File: config.mk
export PLATFORM = sky130hd
export DESIGN_NAME = mcu_word_framer
export DESIGN_NICKNAME = d
export VERILOG_FILES = /design/src/rtl/mcu_word_framer.sv
export SDC_FILE = /design/constraint.sdc
export NUM_CORES = 1
export LEC_CHECK = 0
export CAP_MARGIN = 20
export CORE_ASPECT_RATIO = 1.2
export CORE_MARGIN = 3
export CORE_UTILIZATION = 30
export CTS_CLUSTER_DIAMETER = 50
export DETAILED_ROUTE_END_ITERATION = 10
export SLEW_MARGIN = 20
export SYNTH_ARGS = -nofsm -noshare
export SYNTH_HDL_FRONTEND = slang
export SYNTH_SLANG_ARGS = --single-unit
File: constraint.sdc
create_clock -name clk_in -period 3.7 [get_ports clk_in]
set_input_delay 0.555 -clock clk_in [delete_from_list [all_inputs] [get_ports clk_in]]
set_output_delay 0.555 -clock clk_in [all_outputs]
set_load 0.02 [all_outputs]
File: src/rtl/mcu_word_framer.sv
// mcu_word_framer: aligns on HEADER, emits header plus FRAME_WORDS byte-swapped words; define MCU_FRAMER_TIMEOUT_EN for the idle timeout
module mcu_word_framer #(
  parameter logic [15:0] HEADER = 16'hC7E5,
  parameter int FRAME_WORDS = 1,
  parameter int TIMEOUT_CYCLES = 50000
) (
  input  logic        clk_in,
  input  logic        rst,
  input  logic [7:0]  byte_in,
  input  logic        byte_valid,
  output logic [15:0] word_out,
  output logic        word_valid,
  output logic [1:0]  state,
  output logic [15:0] frame_cnt,
  output logic [7:0]  drop_cnt
);
  typedef enum logic [1:0] {HUNT = 2'd0, WAIT_LO = 2'd1, WAIT_HI = 2'd2, BAD = 2'd3} state_t;
  state_t     st;
  logic [7:0] prev_byte, lo_byte, words_left;
  logic       prev_ok, timeout;
  assign state = st;
`ifdef MCU_FRAMER_TIMEOUT_EN
  logic [15:0] idle_cnt;
  assign timeout = !byte_valid && idle_cnt == 16'(TIMEOUT_CYCLES - 1);
  always_ff @(posedge clk_in) begin
    if (rst) begin
      idle_cnt <= '0;
      drop_cnt <= '0;
    end else begin
      idle_cnt <= (byte_valid || timeout || st == BAD) ? '0 : idle_cnt + 16'd1;
      if (timeout && (st == WAIT_LO || st == WAIT_HI) && drop_cnt != 8'hFF)
        drop_cnt <= drop_cnt + 8'd1;
    end
  end
`else
  assign timeout = 1'b0;
  assign drop_cnt = '0;
`endif
  always_ff @(posedge clk_in) begin
    if (rst) begin
      st         <= HUNT;
      prev_byte  <= '0;
      prev_ok    <= 1'b0;
      lo_byte    <= '0;
      words_left <= '0;
      word_out   <= '0;
      word_valid <= 1'b0;
      frame_cnt  <= '0;
    end else begin
      word_valid <= 1'b0;
      word_out   <= '0;
      if (timeout) begin
        prev_ok <= 1'b0;
        st      <= HUNT;
      end else if (byte_valid) begin
        case (st)
          HUNT:
            if (prev_ok && {prev_byte, byte_in} == HEADER) begin
              word_valid <= 1'b1;
              word_out   <= {byte_in, prev_byte};
              words_left <= 8'(FRAME_WORDS);
              prev_ok    <= 1'b0;
              st         <= WAIT_LO;
            end else begin
              prev_byte <= byte_in;
              prev_ok   <= 1'b1;
            end
          WAIT_LO: begin
            lo_byte <= byte_in;
            st      <= WAIT_HI;
          end
          WAIT_HI: begin
            word_valid <= 1'b1;
            word_out   <= {byte_in, lo_byte};
            words_left <= words_left - 8'd1;
            if (words_left == 8'd1) frame_cnt <= frame_cnt + 16'd1;
            st <= (words_left == 8'd1) ? HUNT : WAIT_LO;
          end
          default: st <= HUNT;
        endcase
      end else if (st == BAD) begin
        st <= HUNT;
      end
    end
  end
endmodule

==> impl_metrics.ini, run 1 <==
[die]
die_width_um = 91.9
num_io_pins = 54
core_um2 = 8610
start_util_pct = 30.9
rows = 37
die_h_um = 109
die-area_um2 = 10000

[detailed_routing]
wl_per_cell_um = 13.3
dr.first_iter.drc_count = 130
dr_total_vias = 2210
detail-route-antenna-nets = 0
viasPerCell = 4.89
first_pass_iters = 4
drc = 0
finalWirelength_um = 6000

[yosys]
synthMostInstantiatedCell = dfxtp_1
ys_ff_latch = 60
synth-edff-count = 0
synth-compound-area-share_pct = 13.7
synth_common_cells = dfxtp_1, a21oi_1, nand2b_1
yosysSeqAreaShare_pct = 45.2
avgSynthCellArea_um2 = 9.26
synthAdderAreaFrac_pct = 1.41
synthSimpleGateAreaFrac_pct = 27.0
synth_area_leader_cell = dfxtp_1
synth_cells = 287
synth_area_um2 = 2660
yosysTopAreaCellShare_pct = 45.2
yosysWarningCount = 0
synth_ff_type = dfxtp_1
muxShareOfSynthArea_pct = 6.40
synth_top_family_by_area = simple AND/OR/NAND/NOR gates
async_flop_share_pct = 0
synthTopCellsByArea = dfxtp_1, mux2i_1, a21oi_1
ys_types = 49
synthXorXnorAreaFrac_pct = 0.659

[finish]
utilization_pct = 39.5
fin_nets = 344
layout-drive-gt1-share_pct = 7.46
antenna_cells = 0
layout.cells.non_filler = 452
area.growth.synth_to_final_pct = 27.9

[sta]
worst_slew_pin_slew_ps = 695
setup_tns_ps = 0
fin_crit_sh_pct = 62.7
max_freq_mhz = 431
layout_setup_ws_ps = 1380
fin_skew_ps = 10.4
slew_violations = 0
hold_violations = 0
setup_viol = 0
rsz0062_at_grt = no
finalCriticalPeriod_ps = 2320
slew_headroom_pct = 53.6

[setup_path]
worst-path-buf-inv = 1
crit_path_start_kind = input pin
r2r_start = state[1]$_SDFFE_PP0P_
r2r_setup_slack_ps = 1590
crit_type = input pin to flip-flop
slowest_stage = or4_1
endpoint_kind = flip-flop
r2r-end = frame_cnt[9]$_SDFFE_PP0P_
arrival_ps = 2510
cp_top_family = simple AND/OR/NAND/NOR gates
worst_path_largest_cell_delay_ps = 580
critical_path.max_fanout = 7
rr_worst_depth = 4
crit_required_ps = 3890
path_cells = clkdlybuf4s50_1 -> nand4bb_1 -> or4_1 -> o21ai_1 -> a311oi_1

[pwr]
power.total_w = 0.00138
ir_drop_uv = 257
p_leak_nw = 1.19
power.density_nw_per_um2 = 405

[placement]
dp_hpwl_um = 4180
pre_cts_ws_ps = 1000
gp_congestion = 0.797
place_inst = 436
placement.io_buffers = 45

[clock_tree]
clock_latency_ps = 340
cts_tree = yes
cts_max_path_buffers = 2
root_buffer = clkbuf_8
cts.sinks = 60
cts-hold-fix-buffers = 0
clk_pin_slew_ps = 70
cts-htree-levels = 3
post_cts_buffers = 0
cts_resized = 0
cts_made_buffers = 9

[global_route]
grt_use_total_pct = 12.8
grt_busiest_layer = met2
met1_usage_pct = 15.0
use_met3_pct = 4.00
grt_pass1_wl_um = 10200
grt_pass1_vias = 2144
grt_overflow_total = 0
use_met2_pct = 21.0
antenna_found_initial = 0
grt_max_degree = 56

[min_path]
hold_depth = 2
hold_start = lo_byte[7]$_SDFFE_PP0P_
worstHoldPathType = flip-flop to flip-flop
worstHoldEndpoint = word_out[7]$_SDFF_PP0_

[status]
status = finished clean

[job]
maxCapViolCount = 0
## power breakdown
group	internal (W)	switching [W]	leakage, nW	total, W
clock network	0.000396	0.000268	0.105	0.000663
registers	0.000652	0.00000303	0.485	0.000655
logic	0.0000242	0.0000341	0.600	0.0000583
total	0.00107	0.000305	1.19	0.00138
## cells in the final DEF (no fill, tap or decap), types with 3 or more instances in the layout
master	count
nand4_1	8
dfxtp_1	60
clkbuf_8	10
or3_1	5
a31oi_1	4
and3_1	3
nor2b_1	3
conb_1	8
nor3b_1	11
mux2i_1	17
clkdlybuf4s50_1	45
clkinvlp_4	3
nand3_1	6
nand2_1	16
nand2b_1	20
inv_1	6
ha_1	3
a211oi_1	4
o21ai_0	8
nand3b_1	3
nor2_1	17
a21oi_1	26
or4_1	9
o31ai_1	8
## registers in the layout, indices dropped and copies added (netlist names)
register / flops
prev_byte: 8
words_left: 8
state: 2
word_out: 16
frame_cnt: 16
lo_byte: 8
prev_ok: 1
word_valid: 1
## layout make-up
class,count,area (µm²)
Multi-Input combinational cell,206,1340
Fill cell,901,5210
Clock inverter,6,87.6
Tap cell,117,146
Sequential cell,60,1200
Inverter,6,22.5
Timing Repair Buffer,47,465
Clock buffer,10,138
## through the flow
step / area, µm² / hold slack, ps
finish: 3400 / 458
global route: 3400 / 488
CTS: 3400 / 465
detailed placement: 3170 / 454
global placement: 3170 / 452
floorplan: 2680 / 436
## cell families after synthesis
kind of cell | Yosys count
AOI/OAI and AO/OA | 60
DFF | 60
muxes | 17
other | 1
and+or+nand+nor | 116
xor gates and xnor gates | 2
buffers and inverters | 28
adders and majority gates | 3
## per-layer routing
metal	share of wire, %	vias to the layer above
met3	7.4	15
li1	-	1112
met1	44	1018
met4	2.2	0
met2	46	65
met5	0	-
## worst max path at each step
stage                     cells after the start                          to        from
after global placement                        5  words_left[2]$_SDFFE_PP0P_  byte_in[1]
after detailed placement                      5  words_left[2]$_SDFFE_PP0P_  byte_in[2]
after floorplan                               4  words_left[2]$_SDFFE_PP0P_  byte_in[3]
final                                         5  words_left[2]$_SDFFE_PP0P_  byte_in[2]
after global routing                          5  words_left[2]$_SDFFE_PP0P_  byte_in[2]
after CTS                                     5  words_left[2]$_SDFFE_PP0P_  byte_in[2]
## worst register-to-register path, delay by kind of cell, from the launching register on
| family | cells | cell delay [ps] |
|---|---|---|
| compound gates | 1 | 140 |
| simple gates | 3 | 1250 |
| flops | 1 | 660 |
Note: power is estimated with default switching activity, not from simulation.
==> run 2: changes to the inputs <==
clock period = 2.15 ns   (was 3.7 ns; I/O delays follow)
==> impl_metrics.ini, run 2 (same netlist as run 1, synthesis figures left out) <==
[status]
status = finished clean

[die]
rows = 37
start_util_pct = 30.9
die-area_um2 = 10000
core_um2 = 8610
num_io_pins = 54
die_width_um = 91.9
die_h_um = 109

[pwr]
p_leak_nw = 1.31
power.density_nw_per_um2 = 701
ir_drop_uv = 411

[setup_path]
rr_worst_depth = 5
slowest_stage = or4_1
arrival_ps = 2120
crit_required_ps = 2430
crit_type = flip-flop to flip-flop
critical_path.max_fanout = 8
endpoint_kind = flip-flop
crit_path_start_kind = flip-flop
worst_path_largest_cell_delay_ps = 510
path_cells = ha_1 -> nor3b_2 -> nand4_2 -> or4_1 -> a21oi_1

[global_route]
grt_pass1_wl_um = 10400
grt_use_total_pct = 13.0
grt_pass1_vias = 2237
grt_busiest_layer = met2
grt_max_degree = 42
grt_overflow_total = 0
use_met3_pct = 4.62
met1_usage_pct = 15.3
antenna_found_initial = 0
use_met2_pct = 21.7

[clock_tree]
cts_tree = yes
cts-hold-fix-buffers = 0
clock_latency_ps = 350
post_cts_buffers = 0
cts.sinks = 60
clk_pin_slew_ps = 80
root_buffer = clkbuf_8
cts_max_path_buffers = 2
cts_resized = 0
cts-htree-levels = 3
cts_made_buffers = 9

[finish]
area.growth.synth_to_final_pct = 34.7
seq_area_um2 = 1200
multi_input_area_um2 = 1340
layout.cells.non_filler = 473
n_fill_cell = 897
top_regs = frame_cnt: 16 flops, word_out: 16 flops
layout-drive-gt1-share_pct = 12.9
antenna_cells = 0
final_cell_mix = dfxtp_1, clkdlybuf4s50_1, a21oi_1, buf_4, nand2b_1
fin_nets = 365
final_common_cell = dfxtp_1

[detailed_routing]
viasPerCell = 4.88
dr.first_iter.drc_count = 75
dr_total_vias = 2307
finalWirelength_um = 6120
detail-route-antenna-nets = 0
first_pass_iters = 4
wl_per_cell_um = 12.9
drc = 0

[placement]
pre_cts_ws_ps = 27.4
dp_hpwl_um = 4370
place_inst = 457
placement.io_buffers = 45
gp_congestion = 0.786

[sta]
finalCriticalPeriod_ps = 1840
setup_tns_ps = 0
hold_ws_ps = 464
fin_crit_sh_pct = 85.7
setup_viol = 0
fin_skew_ps = 10.4
max_freq_mhz = 543
hold_violations = 0
layout_setup_ws_ps = 307
slew_violations = 0
rsz0062_at_grt = no

[min_path]
hold_depth = 2
worstHoldPathType = flip-flop to flip-flop

[job]
maxCapViolCount = 0
==> run 2: cell count changes in the layout (fill, tap and decap cells not counted), sizes merged <==
cell / previous run / this run
clkbuf: 10 / 9
bufinv: 2 / 3
clkinvlp: 3 / 1
clkinv: 1 / 2
buf: 2 / 23
inv: 6 / 7
==> run 2: per-stage QoR <==
stage / total power, W / instance area [µm²] / utilization (%)
4_1_cts: 0.00254 / 3580 / 41.6
5_1_grt: 0.00260 / 3580 / 41.6
3_5_place_dp: 0.00127 / 3330 / 38.7
3_3_place_gp: 0.00127 / 3330 / 38.7
6_report: 0.00251 / 3580 / 41.6
2_1_floorplan: 0.00122 / 2680 / -
==> run 2: final cells by class <==
| type | count | area share [%] |
|---|---|---|
| Clock buffer | 9 | 3.46 |
| Clock inverter | 7 | 3.46 |
| Inverter | 6 | 0.629 |
| Multi-Input combinational cell | 206 | 37.4 |
| Sequential cell | 60 | 33.6 |
| Tap cell | 117 | 4.09 |
| Timing Repair Buffer | 68 | 17.4 |
==> run 2: critical path: cells and delay by family, from the launching register on <==
kind / cells / cell delay, ps
AND/OR/NAND/NOR: 3 / 1080
adder cells (fa/ha/maj): 1 / 160
flip-flops: 1 / 390
AO/OA/AOI/OAI: 1 / 140
==> run 2: report_power, final <==
part / internal, W / switching [W]
Combinational: 0.0000542 / 0.0000622
Sequential: 0.00112 / 0.00000526
Clock: 0.000777 / 0.000490
==> run 2: path summary, 6_finish.rpt <==
check                                                start                    endpoint  slack [ps]
worst max-delay path            words_left[0]$_SDFFE_PP0P_  frame_cnt[13]$_SDFFE_PP0P_         310
worst min-delay path               lo_byte[0]$_SDFFE_PP0P_      word_out[0]$_SDFF_PP0_         460
worst max register to register  words_left[0]$_SDFFE_PP0P_  frame_cnt[13]$_SDFFE_PP0P_         310
worst min register to register     lo_byte[0]$_SDFFE_PP0P_      word_out[0]$_SDFF_PP0_         460
==> run 2: layer usage <==
metal | wire length [µm] | vias up | part of all wire [%]
met2 | 2880 | 57 | 47
met4 | 98 | 0 | 1.6
met1 | 2800 | 1081 | 46
met5 | 0 | - | 0
li1 | - | 1160 | -
met3 | 342 | 9 | 5.6
==> run 3: changes to the inputs <==
MAX_ROUTING_LAYER = met4   (was unset)
==> impl_metrics.ini, run 3 (same netlist as run 1, synthesis figures left out) <==
[finish]
final_cell_mix = dfxtp_1, clkdlybuf4s50_1, a21oi_1, buf_4, nand2b_1
final_area_um2 = 3580
final_common_cell = dfxtp_1
fin_nets = 365
seq_area_um2 = 1200
n_fill_cell = 897
utilization_pct = 41.6
layout-drive-gt1-share_pct = 12.9
multi_input_area_um2 = 1340
area.growth.synth_to_final_pct = 34.7
top_regs = frame_cnt: 16 flops, word_out: 16 flops
antenna_cells = 0

[sta]
rsz0062_at_grt = no
finalCriticalPeriod_ps = 1850
fin_skew_ps = 9.83
setup_tns_ps = 0
fin_crit_sh_pct = 86.1
slew_violations = 0
layout_setup_ws_ps = 299
hold_violations = 0
setup_viol = 0
hold_ws_ps = 464
max_freq_mhz = 540

[status]
status = finished clean

[setup_path]
crit_type = flip-flop to flip-flop
crit_path_start_kind = flip-flop
r2r_setup_slack_ps = 300
endpoint_kind = flip-flop
crit_required_ps = 2430
r2r_start = words_left[0]$_SDFFE_PP0P_
critical_path.max_fanout = 8
r2r-end = frame_cnt[13]$_SDFFE_PP0P_
rr_worst_depth = 5
arrival_ps = 2130

[die]
core_um2 = 8610
die_h_um = 109
num_io_pins = 54
die-area_um2 = 10000
start_util_pct = 30.9
die_width_um = 91.9
rows = 37

[min_path]
hold_depth = 2
worstHoldPathType = flip-flop to flip-flop
hold_start = lo_byte[0]$_SDFFE_PP0P_
worstHoldEndpoint = word_out[0]$_SDFF_PP0_

[global_route]
grt_pass1_wl_um = 10400
grt_max_degree = 42
grt_overflow_total = 0
grt_use_total_pct = 13.5
grt_pass1_vias = 2239
antenna_found_initial = 0

[clock_tree]
root_buffer = clkbuf_8
cts.sinks = 60
post_cts_buffers = 0
clk_pin_slew_ps = 80
cts_resized = 0
cts-htree-levels = 3
cts_made_buffers = 9
cts_tree = yes
cts-hold-fix-buffers = 0
clock_latency_ps = 340
cts_max_path_buffers = 2

[detailed_routing]
wl_per_cell_um = 13.0
finalWirelength_um = 6140
drc = 0
dr_total_vias = 2305
m1WireLength_um = 2830
first_pass_iters = 4
wl_met2_um = 2860
dr.first_iter.drc_count = 85
maxUsedRoutingLayer = met4
detail-route-antenna-nets = 0
viasPerCell = 4.87
wl_met3_um = 346

[placement]
dpl_cell_area_um2 = 3330
pre_cts_ws_ps = 27.4
placement.io_buffers = 45
dp_hpwl_um = 4370
gp_congestion = 0.797

[pwr]
p_leak_nw = 1.31
power.density_nw_per_um2 = 701
ir_drop_uv = 412

[job]
maxCapViolCount = 0
[run 3: how the worst max path moves through the flow]
stage | startpoint | endpoint
6_report | words_left[0]$_SDFFE_PP0P_ | frame_cnt[13]$_SDFFE_PP0P_
5_1_grt | words_left[0]$_SDFFE_PP0P_ | frame_cnt[10]$_SDFFE_PP0P_
4_1_cts | words_left[0]$_SDFFE_PP0P_ | frame_cnt[15]$_SDFFE_PP0P_
3_5_place_dp | byte_in[3] | words_left[2]$_SDFFE_PP0P_
3_3_place_gp | byte_in[1] | words_left[2]$_SDFFE_PP0P_
2_1_floorplan | words_left[2]$_SDFFE_PP0P_ | frame_cnt[13]$_SDFFE_PP0P_
[run 3: final cells by class]
type	count	area share (%)
clock buffers	9	3.46
clock inverters	7	3.46
inverters	6	0.629
multi-input cells	206	37.4
flip-flops and latches	60	33.6
well taps	117	4.09
repair buffers	68	17.4
[run 3: routing by layer]
metal  track usage (%)  vias up
met4              5.10        0
met5                 -        -
met2              21.7       56
met3              4.97       10
li1                  -     1158
met1              15.4     1081
[run 3: worst max-delay path: stages, from the launching register on]
cell     delay [ps]
dfxtp_1         390
ha_1            160
nor3b_2         330
nand4_2         240
or4_1           520
a21oi_1         140
[run 3: metrics by stage]
| step | power (W) | std cells |
|---|---|---|
| after global placement | 0.00127 | 457 |
| final | 0.00251 | 473 |
| after CTS | 0.00254 | 473 |
| after floorplan | 0.00122 | 294 |
| after detailed placement | 0.00127 | 457 |
| after global routing | 0.00260 | 473 |
[run 3: power by group]
part	switching (W)	leakage (nW)	internal, W
clock	0.000488	0.120	0.000777
sequential	0.00000526	0.485	0.00112
combinational	0.0000623	0.700	0.0000542
